**src/rtl/keypad_pkg.sv**
```systemverilog
// Shared keypad definitions: one-hot-low row/column masks, emulator states and the
// index-to-mask helper used by both the scanner and the key-press emulator.
package keypad_pkg;

  localparam logic [3:0] MASK_IDX0    = 4'b0111;
  localparam logic [3:0] MASK_IDX1    = 4'b1011;
  localparam logic [3:0] MASK_IDX2    = 4'b1101;
  localparam logic [3:0] MASK_IDX3    = 4'b1110;
  localparam logic [3:0] COL_RELEASED = 4'b1111;

  typedef enum logic [1:0] {
    ST_IDLE  = 2'd0,
    ST_PRESS = 2'd1,
    ST_GAP   = 2'd2
  } emu_state_t;

  // Rows and columns share the same encoding: index 0 drives bit 3 low.
  function automatic logic [3:0] idx_to_mask(input logic [1:0] idx);
    case (idx)
      2'd0:    return MASK_IDX0;
      2'd1:    return MASK_IDX1;
      2'd2:    return MASK_IDX2;
      default: return MASK_IDX3;
    endcase
  endfunction

endpackage

```
**src/rtl/keypad_row_visit.sv**
```systemverilog
// Detects the first cycle of a scanner visit to one row: keypadRow matches the mask
// now and did not match on the previous cycle.
module keypad_row_visit
  import keypad_pkg::*;
(
  input  logic       clk,
  input  logic       reset,
  input  logic [3:0] keypadRow,
  input  logic [3:0] mask,
  output logic       visit
);

  logic [3:0] prev_row_reg;

  always_ff @(posedge clk or negedge reset) begin
    if (!reset) begin
      prev_row_reg <= COL_RELEASED;
    end else begin
      prev_row_reg <= keypadRow;
    end
  end

  // mask is always one-hot-low, so invalid row patterns can never produce a visit
  assign visit = (keypadRow == mask) && (prev_row_reg != mask);

endmodule

```
**src/rtl/keypad_emu.sv**
```systemverilog
// Key-press emulator: answers a row-scanning keypad controller as if one key were
// held for req_hold row visits, then released for GAP_VISITS visits.
// Optional macro KEYPAD_EMU_BOUNCE_EN injects contact bounce at the start of a press.
module keypad_emu
  import keypad_pkg::*;
#(
  parameter int GAP_VISITS    = 2,
  parameter int BOUNCE_CYCLES = 8
) (
  input  logic        clk,
  input  logic        reset,
  input  logic [3:0]  keypadRow,
  output logic [3:0]  keypadCol,
  input  logic        req_valid,
  output logic        req_ready,
  input  logic [3:0]  req_key,
  input  logic [15:0] req_hold,
  output logic        busy,
  output logic        done
);

  localparam logic [15:0] GAP_TARGET = 16'(GAP_VISITS);

  emu_state_t  state_reg, state_next;
  logic [3:0]  key_reg, key_next;
  logic [15:0] hold_reg, hold_next;
  logic [15:0] count_reg, count_next;
  logic [3:0]  col_reg, col_next;

  logic [3:0]  row_mask;
  logic [3:0]  col_mask;
  logic        row_hit;
  logic        visit;
  logic        accept;
  logic        bounce_force;
  logic [15:0] hold_eff;
  logic [15:0] count_sat;

  assign row_mask  = idx_to_mask(key_reg[3:2]);
  assign col_mask  = idx_to_mask(key_reg[1:0]);
  assign row_hit   = (keypadRow == row_mask);
  assign accept    = req_valid && (state_reg == ST_IDLE);
  assign hold_eff  = (hold_reg == 16'd0) ? 16'd1 : hold_reg;
  assign count_sat = (count_reg == 16'hFFFF) ? count_reg : count_reg + 16'd1;

  keypad_row_visit u_row_visit (
    .clk       (clk),
    .reset     (reset),
    .keypadRow (keypadRow),
    .mask      (row_mask),
    .visit     (visit)
  );

`ifdef KEYPAD_EMU_BOUNCE_EN
  localparam logic [15:0] BOUNCE_LIMIT = 16'(BOUNCE_CYCLES);

  logic [15:0] bounce_cnt_reg;

  always_ff @(posedge clk or negedge reset) begin
    if (!reset) begin
      bounce_cnt_reg <= '0;
    end else if (accept) begin
      bounce_cnt_reg <= '0;
    end else if (state_reg == ST_PRESS && bounce_cnt_reg < BOUNCE_LIMIT) begin
      bounce_cnt_reg <= bounce_cnt_reg + 16'd1;
    end
  end

  // Even cycles of the bounce window pull the pressed column back high
  assign bounce_force = (state_reg == ST_PRESS) && (bounce_cnt_reg < BOUNCE_LIMIT) &&
                        !bounce_cnt_reg[0];
`else
  // BOUNCE_CYCLES has no effect in this build
  assign bounce_force = (BOUNCE_CYCLES < 0);
`endif

  always_comb begin
    state_next = state_reg;
    key_next   = key_reg;
    hold_next  = hold_reg;
    count_next = count_reg;
    done       = 1'b0;
    case (state_reg)
      ST_IDLE: begin
        if (req_valid) begin
          state_next = ST_PRESS;
          key_next   = req_key;
          hold_next  = req_hold;
          count_next = '0;
        end
      end
      ST_PRESS: begin
        if (count_reg == hold_eff && !row_hit) begin
          state_next = ST_GAP;
          count_next = '0;
        end else if (visit) begin
          count_next = count_sat;
        end
      end
      ST_GAP: begin
        if (GAP_VISITS == 0 || (count_reg == GAP_TARGET && !row_hit)) begin
          state_next = ST_IDLE;
          count_next = '0;
          done       = 1'b1;
        end else if (visit) begin
          count_next = count_sat;
        end
      end
      default: begin
        state_next = ST_IDLE;
      end
    endcase
  end

  always_comb begin
    col_next = COL_RELEASED;
    if (state_reg == ST_PRESS && row_hit && !bounce_force) begin
      col_next = col_mask;
    end
  end

  always_ff @(posedge clk or negedge reset) begin
    if (!reset) begin
      state_reg <= ST_IDLE;
      key_reg   <= '0;
      hold_reg  <= '0;
      count_reg <= '0;
      col_reg   <= COL_RELEASED;
    end else begin
      state_reg <= state_next;
      key_reg   <= key_next;
      hold_reg  <= hold_next;
      count_reg <= count_next;
      col_reg   <= col_next;
    end
  end

  assign keypadCol = col_reg;
  assign req_ready = (state_reg == ST_IDLE);
  assign busy      = (state_reg != ST_IDLE);

endmodule

```
**config.mk**
```make
export PLATFORM = sky130hd
export DESIGN_NAME = keypad_emu
export DESIGN_NICKNAME = d
export VERILOG_FILES = /design/src/rtl/keypad_pkg.sv /design/src/rtl/keypad_row_visit.sv /design/src/rtl/keypad_emu.sv
export SDC_FILE = /design/constraint.sdc
export NUM_CORES = 1
export LEC_CHECK = 0
export BUFFER_PORTS_ARGS = -buffer_cell sky130_fd_sc_hd__buf_4
export CAP_MARGIN = 20
export CORE_MARGIN = 2
export CORE_UTILIZATION = 50
export DETAILED_ROUTE_END_ITERATION = 8
export PLACE_DENSITY = 0.75
export SLEW_MARGIN = 5
export SYNTH_ARGS = -nofsm -noshare
export SYNTH_HDL_FRONTEND = slang
export SYNTH_SLANG_ARGS = --single-unit
```
**constraint.sdc**
```tcl
create_clock -name clk -period 2.4 [get_ports clk]
set_input_delay 0.24 -clock clk [delete_from_list [all_inputs] [get_ports clk]]
set_output_delay 0.24 -clock clk [all_outputs]
set_load 0.1 [all_outputs]
```
[Word-level counts from Yosys, hierarchy flattened]
Index checks and enable logic that the tools add are counted.
Storage, ports and cells
  bits in registers: 46
  output and inout port bits: 7
  bits of input ports: 27
Operators by class
  eq/ne operators: 14
  multiplexer cells: 16
  add/subtract/negate cells: 1
  reduce and logical (&&, ||, !) cells: 14
Operators by type and width (number)
  2-to-1 mux 16 bit: 6
  case mux 16 bit (3 select lines): 1
  case mux 4 bit (3 select lines): 2
  adder 16 x 1 -> 16 bit, second input constant: 1
  equality test 16 bit: 1
  equality test 16 bit, second input constant: 1
  equality test 16 x 2 -> 1 bit, second input constant: 1
  logical NOT 16 bit: 1
  equality test 2 x 1 -> 1 bit, second input constant: 3
  equality test 2 bit, second input constant: 3
  logical NOT 2 bit: 3
  2-to-1 mux 2 bit: 3
  != test 2 bit, second input constant: 3
  case mux 2 bit (3 select lines): 1
  equality test 4 bit: 1
  logical AND 1 bit: 4
  2-to-1 mux 4 bit: 1
  != test 4 bit: 1
  AND reduction 2 bit: 2
  AND reduction 3 bit: 1
  nonzero test 3 bit: 1
  2-to-1 mux 1 bit: 2
  nonzero test 2 bit: 1
  logical NOT 1 bit: 1

[Longest topological paths before layout]
  word-level depth: 7
  mapped depth: 9
  mapped depth without buffers: 8

[Modules after synthesis]
Synthesis repeated with hierarchy kept, for this count alone.
Unflattened totals
  cells, all modules: 252
  area, all modules: 2576.2 µm²
Modules (own cells, without submodules)
  keypad_emu: cells an instance 238, area each 2386.0 µm², instances 1
  keypad_row_visit: cells an instance 14, area each 190.2 µm², instances 1

[Worst setup path before layout]
OpenSTA, ideal clock, no wires.
  path type: reg2out
  start point: register count_reg[0]
  end point: output done
  required time: 2.160 ns
  setup slack: -0.883 ns
  cell stages (with the launch flop): 6
  arrival: 3.043 ns
  cell sequence: dfrtp_1 -> inv_1 -> ha_1 -> nor4b_1 -> nand4_1 -> nor3_1
On the way
  longest elaborated chain between the ends: 4
Ends and longest elaborated chain
  start: declaration: RTL line keypad_emu.sv:27  | logic [15:0] count_reg, count_next;
  start signal: assignment: RTL line keypad_emu.sv:133  | count_reg <= count_next;
  equality test 16 x 2 -> 1 bit: RTL line keypad_emu.sv:101  | if (GAP_VISITS == 0 || (count_reg == GAP_TARGET && !row_hit)) begin
  logical AND 1 bit: RTL line keypad_emu.sv:101
  2-to-1 mux 1 bit: RTL line keypad_emu.sv:101
  2-to-1 mux 1 bit: RTL line keypad_emu.sv:83  | case (state_reg)
  end: declaration: RTL line keypad_emu.sv:19  | output logic done
Every way passes these cells.

[Worst setup path after layout]
Same ends and word-level chain as after synthesis.

==> flow_metrics.py <==
metrics = {
    "outcome": {
        "status": "finished clean",
    },
    "die": {
        "fp.dieH_um": 75.4,
        "die_width_um": 75.4,
        "die_area_um2": 5680,
        "core_area_um2": 4820,
        "start_util": 0.529,
        "io_pins": 34,
        "std_cell_rows": 25,
    },
    "power_and_ir_drop": {
        "clkPwrFrac": 0.188,
        "seq_power_share": 0.392,
        "powerDensity_nw_per_um2": 976,
        "intPower_uw": 1860,
        "power.share.switching": 0.387,
        "p_sw_uw": 1170,
        "leakagePower_uw": 0.00129,
        "combinationalPowerShare": 0.421,
        "ir_worst_vdd_mv": 0.916,
    },
    "logic_synthesis": {
        "synth_edf_count": 0,
        "ys_seq_area_frac": 0.456,
        "yosysWarnings": 0,
        "ys.flop_type": "dfrtp_1",
        "synth_top_area_cell": "dfrtp_1",
        "syn-num-nets": 275,
        "avgSynthCellArea_um2": 10.5,
        "async_flop_share": 1.00,
        "synthTopCellsByArea": "dfrtp_1, mux2_2, dfstp_2",
        "postSynthCellCount": 242,
        "synth_area_um2": 2550,
        "synthDistinctLibCells": 49,
        "synth_top_area_frac": 0.373,
        "synth_seq_cells": 46,
    },
    "critical_path": {
        "worst-path-max-fanout": 7,
        "rr_worst_depth": 7,
        "rr_startpoint": "count_reg[1]",
        "r2r_slack_ps": 180,
        "r2r-end": "state_reg[1]",
        "critPathArrivalTime_ps": 1990,
        "startpoint_type": "flop",
        "cp-end-kind": "primary output",
        "cp_data_required_time_ps": 2160,
        "crit_type": "flop to primary output",
    },
    "timing": {
        "timing.slew.headroom": 0.620,
        "grt_setup_unrepaired": "yes",
        "whs_ps": 57.6,
        "finalCriticalPeriod_ps": 2230,
        "setup_tns_ps": 0,
        "tightest_slew_ps": 570,
        "finalCritPeriodShare": 0.930,
        "clock.fmax_mhz": 448,
        "setup_viol": 0,
        "fin_worst_skew_ps": 6.88,
        "slew_violations": 0,
        "finalHoldViolations": 0,
    },
    "cts": {
        "cts_buffers": 5,
        "max-clock-path-buffers": 2,
        "path_clk_slew_ps": 90,
        "htree_levels": 2,
        "clock_latency_ps": 300,
        "cts_sinks": 46,
        "clockRootBuffer": "clkbuf_8",
        "tritoncts": "yes",
    },
    "drt": {
        "via_count": 2031,
        "wl_per_cell_um": 14.9,
        "dr.pass1.iters": 4,
        "totalWireLength_um": 5300,
        "drc": 0,
        "avgViaCountPerCell": 5.71,
        "drtAntennaViolNets": 0,
        "drt-initial-drc-count": 217,
    },
    "finish": {
        "drive_above_1_share": 0.353,
        "layout.cells.non_filler": 356,
        "layout_commonest_cell": "buf_4",
        "multiInputGateArea_um2": 1330,
        "regArea_um2": 1160,
        "layout_common_cells": "buf_4, dfrtp_1, nand2_1",
        "final_nets": 321,
        "fillCellCount": 398,
        "antenna_cells": 0,
        "area_growth_pct": 21.8,
    },
    "hold_path": {
        "min_path_cells": 1,
        "hold_path_end": "u_row_visit.prev_row_reg[1]",
        "holdCritStartpoint": "keypadRow[1]",
        "holdCritPathClass": "input port to flop",
    },
    "global_routing": {
        "grt-ovfl-total": 0,
        "grt_pass1_wl_um": 8710,
        "grt_max_degree": 47,
        "track_usage": 0.206,
        "antenna_found_initial": 0,
        "grt_pass1_vias": 1853,
    },
    "placed_design": {
        "portBuffers": 33,
        "place_inst": 343,
        "gp_congestion": 0.898,
        "dp_hpwl_um": 4030,
    },
    "flow_run": {
        "cap_violations": 0,
    },
}
==> logic make-up (layout without fill, tap and decap cells) <==
group / Yosys count / in the layout / synth area share
xor+xnor: 16 / 16 / 0.0550
compound gates: 38 / 38 / 0.124
buf+inv: 19 / 66 / 0.0334
mux: 23 / 23 / 0.101
flops: 46 / 46 / 0.456
simple gates: 94 / 94 / 0.201
fa+ha+maj: 6 / 6 / 0.0295
==> area by class of cell <==
type                    count  share of cell area
repair buffers             50               0.122
clock buffers               6              0.0234
multi-input cells         177               0.430
flip-flops and latches     46               0.374
well taps                  67              0.0270
inverters                   8              0.0109
clock inverters             2              0.0121
==> synthesized netlist by cell type, drive strengths merged (2+ instances only) <==
| cell type | count |
|---|---|
| a2bb2oi | 2 |
| and2 | 3 |
| nand3 | 14 |
| nand4 | 8 |
| buf | 4 |
| a21oi | 8 |
| nand2 | 25 |
| dfstp | 8 |
| xnor2 | 4 |
| or3b | 3 |
| inv | 8 |
| or3 | 2 |
| and3 | 2 |
| clkbuf | 7 |
| nor2 | 9 |
| a31oi | 4 |
| ha | 6 |
| nor4 | 8 |
| o41ai | 2 |
| dfrtp | 38 |
| mux2 | 21 |
| o211ai | 4 |
| nand3b | 3 |
| or2 | 3 |
| and4 | 3 |
| o311ai | 5 |
| nor3 | 6 |
| xor2 | 12 |
| mux2i | 2 |
| a41oi | 2 |
| o22ai | 2 |
| o21ai | 5 |
==> worst max-delay path by stage <==
stage	start	end	slack, ps	cells after the start
global route	count_reg[1]	state_reg[1]	-40	7
detailed placement	hold_reg[1]	count_reg[3]	6	7
finish	count_reg[0]	done	170	7
CTS	count_reg[0]	done	130	6
floorplan	state_reg[1]	count_reg[7]	6	9
global placement	key_reg[3]	count_reg[3]	100	7
==> per-layer routing <==
metal / share of wire / global-route usage / vias up
met4: 0.013 / 0.0682 / 0
met5: 0 / 0 / -
met2: 0.47 / 0.316 / 59
li1: - / - / 985
met1: 0.47 / 0.291 / 980
met3: 0.045 / 0.0463 / 7
==> critical path: stages (launching register included) <==
cell     delay, ps
dfrtp_1        480
inv_1           90
ha_1           140
nor4b_1        250
nand4_1        140
buf_4          180
nor3_4         100
buf_4          310
==> power groups by stage <==
stage,registers [uW],clock network (uW),logic [uW]
floorplan,1150,0,980
global placement,1190,0,1190
detailed placement,1200,0,1210
CTS,1190,578,1270
global route,1220,607,1380
finish,1190,568,1270
==> metrics by stage <==
stage	area [um2]	power (uW)	worst slack (ps)	utilization
2_1_floorplan	2590	2130	6.38	-
3_3_place_gp	2940	2380	96.2	0.611
3_5_place_dp	2940	2420	5.88	0.611
4_1_cts	3090	3030	128	0.641
5_1_grt	3100	3200	-42.2	0.644
6_report	3100	3030	167	0.644
==> timing repair <==
item | in CTS | in global routing
endpoints found under the setup margin | 2 | 6
gates resized for setup | 0 | 1
hold buffers | 1 | 0
buffers inserted | 3 | 1
hold endpoints to repair | 38 | 0
pin swaps | 1 | 1
Power figures use the tool's default switching activity.
